### src/rtl/counter_x_pkg.sv
// counter_x_pkg
//   Shared constants for the three-channel programmable timer: output mode
//   encodings, the bus select code that addresses the control register, and
//   the layout of the per-channel fields inside the 24-bit control register.
package counter_x_pkg;

    localparam int NUM_CH = 3;

    // Channel output modes (ctrl bits [8n+1:8n])
    localparam logic [1:0] MODE_ONESHOT = 2'b00;
    localparam logic [1:0] MODE_RATE    = 2'b01;
    localparam logic [1:0] MODE_SQUARE  = 2'b10;
    localparam logic [1:0] MODE_HOLD    = 2'b11;

    // counter_ch_sel value that targets the control register
    localparam logic [1:0] SEL_CTRL = 2'b11;

    // Control register layout: one byte per channel, only 3 bits used
    localparam int          CTRL_W    = 24;
    localparam int          CH_STRIDE = 8;
    localparam int          MODE_LSB  = 0;
    localparam int          EN_BIT    = 2;
    localparam logic [23:0] CTRL_MASK = 24'h070707;

endpackage

### src/rtl/counter_x_ch.sv
// counter_x_ch
//   One timer channel: a down-counter with a reload register and a registered
//   output whose behaviour depends on the selected mode.
// Ports:
//   clk, rst_n : clock, asynchronous active-low reset
//   load       : write strobe for this channel (takes priority over tick)
//   load_val   : value written to both reload and count
//   tick       : single-cycle count enable from the prescaler
//   en         : channel enable from the control register
//   mode       : output mode from the control register
//   count      : current count (for bus readback)
//   out        : channel output, registered
module counter_x_ch
    import counter_x_pkg::*;
#(
    parameter int CNT_W = 32
) (
    input  logic             clk,
    input  logic             rst_n,
    input  logic             load,
    input  logic [CNT_W-1:0] load_val,
    input  logic             tick,
    input  logic             en,
    input  logic [1:0]       mode,
    output logic [CNT_W-1:0] count,
    output logic             out
);

    logic [CNT_W-1:0] reload;
    logic             count_gt1;
    logic             count_is1;
    logic             reload_nz;

    assign count_gt1 = (count > CNT_W'(1));
    assign count_is1 = (count == CNT_W'(1));
    assign reload_nz = (reload != '0);

    always_ff @(posedge clk or negedge rst_n) begin
        if (!rst_n) begin
            count  <= '0;
            reload <= '0;
            out    <= 1'b0;
        end else if (load) begin
            // A load discards any tick arriving in the same cycle
            count  <= load_val;
            reload <= load_val;
            out    <= 1'b0;
        end else begin
            // Rate-mode output is a one-clock pulse: it drops on the edge after
            // it rises regardless of tick or enable; a reload below re-raises it.
            if (mode == MODE_RATE) begin
                out <= 1'b0;
            end
            if (tick && en) begin
                case (mode)
                    MODE_ONESHOT: begin
                        if (count_gt1) begin
                            count <= count - CNT_W'(1);
                        end else if (count_is1) begin
                            count <= '0;
                            out   <= 1'b1;
                        end
                    end
                    MODE_RATE: begin
                        if (count_gt1) begin
                            count <= count - CNT_W'(1);
                        end else if (reload_nz) begin
                            count <= reload;
                            out   <= 1'b1;
                        end
                    end
                    MODE_SQUARE: begin
                        if (count_gt1) begin
                            count <= count - CNT_W'(1);
                        end else if (reload_nz) begin
                            count <= reload;
                            out   <= ~out;
                        end
                    end
                    default: ; // MODE_HOLD: frozen
                endcase
            end
        end
    end

endmodule

### src/rtl/counter_x.sv
// counter_x
//   Three-channel programmable timer behind the MMIO bus decoder. Holds the
//   control register, decodes bus writes to a channel or to control, and
//   provides the combinational read-back mux.
// Ports:
//   clk, rst_n       : clock, asynchronous active-low reset
//   counter_we       : write strobe from the bus decoder
//   Peripheral_in    : write data
//   counter_ch_sel   : 0..2 selects a channel, 3 selects the control register
//   cnt_tick         : single-cycle count enable from the prescaler
//   counter_out      : read data (same-cycle, follows counter_ch_sel)
//   counter0/1/2_out : registered channel outputs
module counter_x
    import counter_x_pkg::*;
#(
    parameter int CNT_W = 32
) (
    input  logic        clk,
    input  logic        rst_n,
    input  logic        counter_we,
    input  logic [31:0] Peripheral_in,
    input  logic [1:0]  counter_ch_sel,
    input  logic        cnt_tick,
    output logic [31:0] counter_out,
    output logic        counter0_out,
    output logic        counter1_out,
    output logic        counter2_out
);

    logic [CTRL_W-1:0] ctrl;
    logic [CNT_W-1:0]  ch_count [NUM_CH];
    logic [NUM_CH-1:0] ch_out;

    // The channels see the pre-write ctrl on the write edge, so a tick in the
    // same cycle as a control write is evaluated under the old settings.
    always_ff @(posedge clk or negedge rst_n) begin
        if (!rst_n) begin
            ctrl <= '0;
        end else if (counter_we && (counter_ch_sel == SEL_CTRL)) begin
            ctrl <= Peripheral_in[CTRL_W-1:0] & CTRL_MASK;
        end
    end

    for (genvar n = 0; n < NUM_CH; n++) begin : g_ch
        counter_x_ch #(
            .CNT_W(CNT_W)
        ) u_ch (
            .clk      (clk),
            .rst_n    (rst_n),
            .load     (counter_we && (counter_ch_sel == 2'(n))),
            .load_val (Peripheral_in[CNT_W-1:0]),
            .tick     (cnt_tick),
            .en       (ctrl[n*CH_STRIDE+EN_BIT]),
            .mode     (ctrl[n*CH_STRIDE+MODE_LSB +: 2]),
            .count    (ch_count[n]),
            .out      (ch_out[n])
        );
    end

    assign counter0_out = ch_out[0];
    assign counter1_out = ch_out[1];
    assign counter2_out = ch_out[2];

    always_comb begin
        counter_out = '0;
        case (counter_ch_sel)
            2'd0:     counter_out = 32'(ch_count[0]);
            2'd1:     counter_out = 32'(ch_count[1]);
            2'd2:     counter_out = 32'(ch_count[2]);
            default:  counter_out = {8'h00, ctrl};
        endcase
    end

endmodule

### config.mk
export PLATFORM = sky130hd
export DESIGN_NAME = counter_x
export DESIGN_NICKNAME = d
export VERILOG_FILES = /design/src/rtl/counter_x_pkg.sv /design/src/rtl/counter_x_ch.sv /design/src/rtl/counter_x.sv
export SDC_FILE = /design/constraint.sdc
export NUM_CORES = 1
export LEC_CHECK = 0
export CAP_MARGIN = 20
export CORE_MARGIN = 1.5
export CORE_UTILIZATION = 50
export CTS_CLUSTER_DIAMETER = 120
export DETAILED_ROUTE_END_ITERATION = 10
export GPL_ROUTABILITY_DRIVEN = 0
export MAX_ROUTING_LAYER = met4
export PLACE_DENSITY_LB_ADDON = 0.12
export RECOVER_POWER = 25
export SETUP_SLACK_MARGIN = 0.5
export SYNTH_ARGS = -nofsm -noshare
export SYNTH_HDL_FRONTEND = slang
export SYNTH_SLANG_ARGS = --single-unit
### constraint.sdc
create_clock -name clk -period 4.7 [get_ports clk]
set_input_delay 0.94 -clock clk [delete_from_list [all_inputs] [get_ports clk]]
set_output_delay 0.94 -clock clk [all_outputs]
set_load 0.01 [all_outputs]
# ---- After elaboration in Yosys (flattened, before gate mapping)
# Cells that the tools add are included.
dict set report word_totals {
  out_inout_bits 35
  wordCells 115
  in_bits 38
  regBits 204
}
dict set report op_classes {
  reduce_logical 26
  magnitude_cmp 3
  mux 52
  n_eq_ne 18
  n_addsub 3
  bitwise_logic 3
}
# op n
set op_table {}
lappend op_table {{$mux 32} 18}
lappend op_table {{$pmux 32 s2} 3}
lappend op_table {{$eq 32x1->1 const B} 3}
lappend op_table {{$gt 32x1->1 const B} 3}
lappend op_table {{$pmux 32 s3} 1}
lappend op_table {{$reduce_bool 32->1} 3}
lappend op_table {{$sub 32x1->32 const B} 3}
lappend op_table {{$mux 1} 27}
lappend op_table {{$ne 4x1->1 const B} 6}
lappend op_table {{$reduce_and 4->1} 3}
lappend op_table {{$eq 2x2->1 const B} 5}
lappend op_table {{$pmux 1 s3} 3}
lappend op_table {{$reduce_bool 3->1} 3}
lappend op_table {{$eq 2x1->1 const B} 4}
lappend op_table {{$logic_not 2->1} 4}
lappend op_table {{$logic_and 1x1->1} 7}
lappend op_table {{$reduce_bool 2->1} 3}
lappend op_table {{$reduce_or 2->1} 3}
lappend op_table {{$not 1->1} 3}

# ---- Longest topological paths before layout
dict set report depth {
  depth_word 7
  ltp_mapped 10
  mapped_depth_nobuf 8
}

# ---- Hierarchy
# From an unflattened synthesis, not the netlist that was laid out.
dict set report unflattened {
  cells_unflattened 1322
  hier_area_um2 12618.4
}
# mod area_per_inst_um2 cells_each instances seq_area_each_um2
set by_module_without_submodules {}
lappend by_module_without_submodules {{counter_x_ch (g_ch[0].u_ch)} 3866.2 424 1 1626.6}
lappend by_module_without_submodules {{counter_x_ch (g_ch[1].u_ch)} 3852.4 414 1 1626.6}
lappend by_module_without_submodules {{counter_x_ch (g_ch[2].u_ch)} 3786.1 395 1 1626.6}
lappend by_module_without_submodules {counter_x 1113.6 89 1 225.2}

# ---- Worst setup path before layout
# OpenSTA, ideal clock, no wires.
dict set report synth_timing {
  path_type {input to output}
  start {input port counter_ch_sel[0]}
  end {output port counter_out[10]}
  t_arrival_ps 2285
  required_ps 3760
  path_slack_ps 1475
  path_buffers 2
  stages 3
  path_cell_list {clkbuf_1 buf_1 mux4_2}
}
dict set report synth_between {
  elab_chain_len 2
  word_cells_on_any_way 4
  classes_between {2 x eq/ne; 1 x mux; 1 x reduce/logical}
}
# element line_no
set synth_lines {}
lappend synth_lines {{start, declared} counter_x.sv:22} ;# input logic [1:0] counter_ch_sel,
lappend synth_lines {{$eq 2x2->1, or another cell as far along} counter_x.sv:66} ;# case (counter_ch_sel)
lappend synth_lines {{$pmux 32 s3 *} counter_x.sv:66}
lappend synth_lines {{end, declared} counter_x.sv:24} ;# output logic [31:0] counter_out,
# Mark *: on every way between the ends. The rest lies on a longest branch, timed or not.

# ---- Worst setup path in the final report
dict set report layout_timing {
  start {input port counter_ch_sel[1]}
  end {output port counter_out[13]}
}
# Same word-level chain as after synthesis.

==> flow_summary.yaml <==
floorplan:
  die_x_um: 161
  num_rows: 57
  ioPinCount: 73
  die_y_um: 161
  initial_core_util_pct: 51.3
  core_um2: 24500
  die-area_um2: 26100
logic_synthesis:
  syn_area_um2: 12500
  yosys.cell_count.top_type: "nand2_1"
  synth.avg_cell_area_um2: 8.72
  synth_top_cell_area_share_pct: 40.7
  synth_top_area_cell: "dfrtp_1"
  async_reset_ff_share_pct: 100
  synth-seq-cells: 204
  synth_commonest_cells: "359 x nand2_1, 204 x dfrtp_1, 88 x a21oi_1"
  syn-num-nets: 1495
  yosysWarnings: 0
  synth_ff_type: "dfrtp_1"
  synth-edff-count: 0
  ys_seq_area_share_pct: 40.7
  synth_area_leaders: "dfrtp_1 41%, nand2_1 11%, a221o_1 6.3%"
  synthesis.instances: 1439
  synthDistinctLibCells: 74
timing:
  max_freq_mhz: 268
  slew_headroom_pct: -45.7
  whs_ns: 0.507
  fin_crit_sh_pct: 79.5
  period_needed_ns: 3.74
  maxSlewViolCount: 86
  fin_ws_ns: 0.965
  hold_viol: 0
  final.setup.tns_ns: 0
  setup_viol: 0
  worstMarginPinSlew_ns: 2.19
  rsz0062_at_grt: "false"
  skew_ns: 0.00818
clocking:
  htree_num_levels: 1
  cts_buffer_depth: 3
  cts_resized: 0
  clkSinkCount: 204
  insertion_delay_ns: 0.52
  clk_pin_slew_worst_paths_ns: 0.06
  numCtsBuffers: 24
  cts_tree: "yes"
  postCtsHoldBufs: 0
  post_cts_buffers: 0
  root_buffer: "clkbuf_16"
layout:
  drive_above_1_share_pct: 7.77
  syn_to_final_growth_pct: 13.0
  antenna_cells: 0
  fin_nets: 1508
  final_area_um2: 14200
power:
  peakVddDrop_v: 0.000316
  leakagePower_nw: 5.97
  powerDensity_nw_per_um2: 527
setup_path:
  crit_arrival_ns: 2.80
  cp_max_fo: 23
  required_ns: 3.76
  startpoint_type: "input pin"
  end_kind: "primary output"
  path_class: "in -> out"
place:
  hpwl_um: 30800
  portBuffers: 72
  placed_cell_area_um2: 13400
  pre_cts_slack_ns: 0.997
global_routing:
  grt_max_degree: 86
  grt_pass1_vias: 11400
  grt_pass1_wl_um: 68400
  antenna_found_initial: 0
  track_usage_pct: 35.1
  overflow: 0
job:
  cap_violations: 1
drt:
  dr.pass1.iters: 5
  wl_per_cell_um: 24.7
  vias: 11800
  wl_um: 44200
  drcViolationCount: 0
  postRouteAntennaNets: 0
  avgViaCountPerCell: 6.56
  drtIter0Drc: 1280
min_path:
  hold_path_class: "reg -> reg"
outcome:
  outcome: "complete, but fails checks"
  violations: "max-capacitance violations, max-slew violations"
worst paths after layout:
| kind | startpoint | end | slack (ns) | cells past startpoint |
|---|---|---|---|---|
| setup / recovery | counter_ch_sel[1] | counter_out[13] | 0.96 | 5 |
| min in group asynchronous | rst_n | g_ch[1].u_ch.reload[9] | 1.04 | 1 |
| hold reg to reg | g_ch[0].u_ch.reload[2] | g_ch[0].u_ch.reload[2] | 0.51 | 2 |
| setup reg to reg | g_ch[2].u_ch.count[24] | g_ch[2].u_ch.count[18] | 1.12 | 7 |
| hold / removal | g_ch[0].u_ch.reload[2] | g_ch[0].u_ch.reload[2] | 0.51 | 2 |
| max in group asynchronous | rst_n | g_ch[0].u_ch.reload[28] | 1.26 | 2 |
report_power, final:
part	internal [mW]	total, mW	leakage [nW]	switching, mW
combinational	1.15	2.44	3.05	1.29
clock	1.09	1.84	0.379	0.755
sequential	2.23	3.19	2.54	0.965
total	4.46	7.47	5.97	3.01
stage by stage:
step / utilization (%) / std cells / power [mW]
2_1_floorplan: - / 1439 / 4.52
3_3_place_gp: 55.0 / 1750 / 5.53
3_5_place_dp: 55.0 / 1750 / 5.57
4_1_cts: 58.1 / 1792 / 7.42
5_1_grt: 58.0 / 1792 / 7.83
6_report: 58.0 / 1792 / 7.47
cells in the final DEF, fill, tap and decap left out, drive strengths merged, types with 4 or more instances in the layout:
master	count
clkinv	4
nor3	29
ha	18
and3	8
and4	4
a31oi	6
or4	24
nand2b	6
xnor2	45
or3	11
or2	6
nor4	59
nand4b	4
nor3b	4
buf	28
mux4	9
mux2i	28
a21oi	88
nand3	32
o31ai	4
clkbuf	38
o211ai	4
clkdlybuf4s50	69
nand4	25
a211o	5
xor2	31
mux2	10
inv	16
a221o	79
dfrtp	204
a211oi	61
o21ai	45
nand2	359
nor2	54
routing by layer:
layer	vias to the layer above	part of all wire, %	track usage (%)
li1	5318	-	-
met1	5759	42	47.3
met2	571	45	52.8
met3	108	9.2	6.45
met4	0	3.8	13.4
met5	-	0	-
registers in the layout, summed over array words and instances, names as in the netlist:
name              flops
ctrl                  9
g_ch.u_ch.count      96
g_ch.u_ch.out         3
g_ch.u_ch.reload     96
worst max-delay path, stage by stage:
cell and delay, ns:
buf_2 0.50, buf_4 0.41, mux2i_1 0.13, o21ai_0 0.22
clkdlybuf4s50_1 0.57
kinds of logic after synthesis:
group	count (synthesis)	share of synthesized area [%]
compound gates	320	18.5
simple gates	647	24.9
buf+inv	127	4.15
mux	47	4.75
fa+ha+maj	18	1.79
xor+xnor	76	5.30
flops	204	40.7
area by class of cell:
cell class                      instances  area, µm²
Fill cell                            2260      10300
Multi-Input combinational cell       1108       6950
Sequential cell                       204       5100
Timing Repair Buffer                   99        906
Clock buffer                           36        707
Tap cell                              324        405
Clock inverter                          6       58.8
Inverter                               15       56.3
Note: power is estimated with default switching activity, not from simulation.
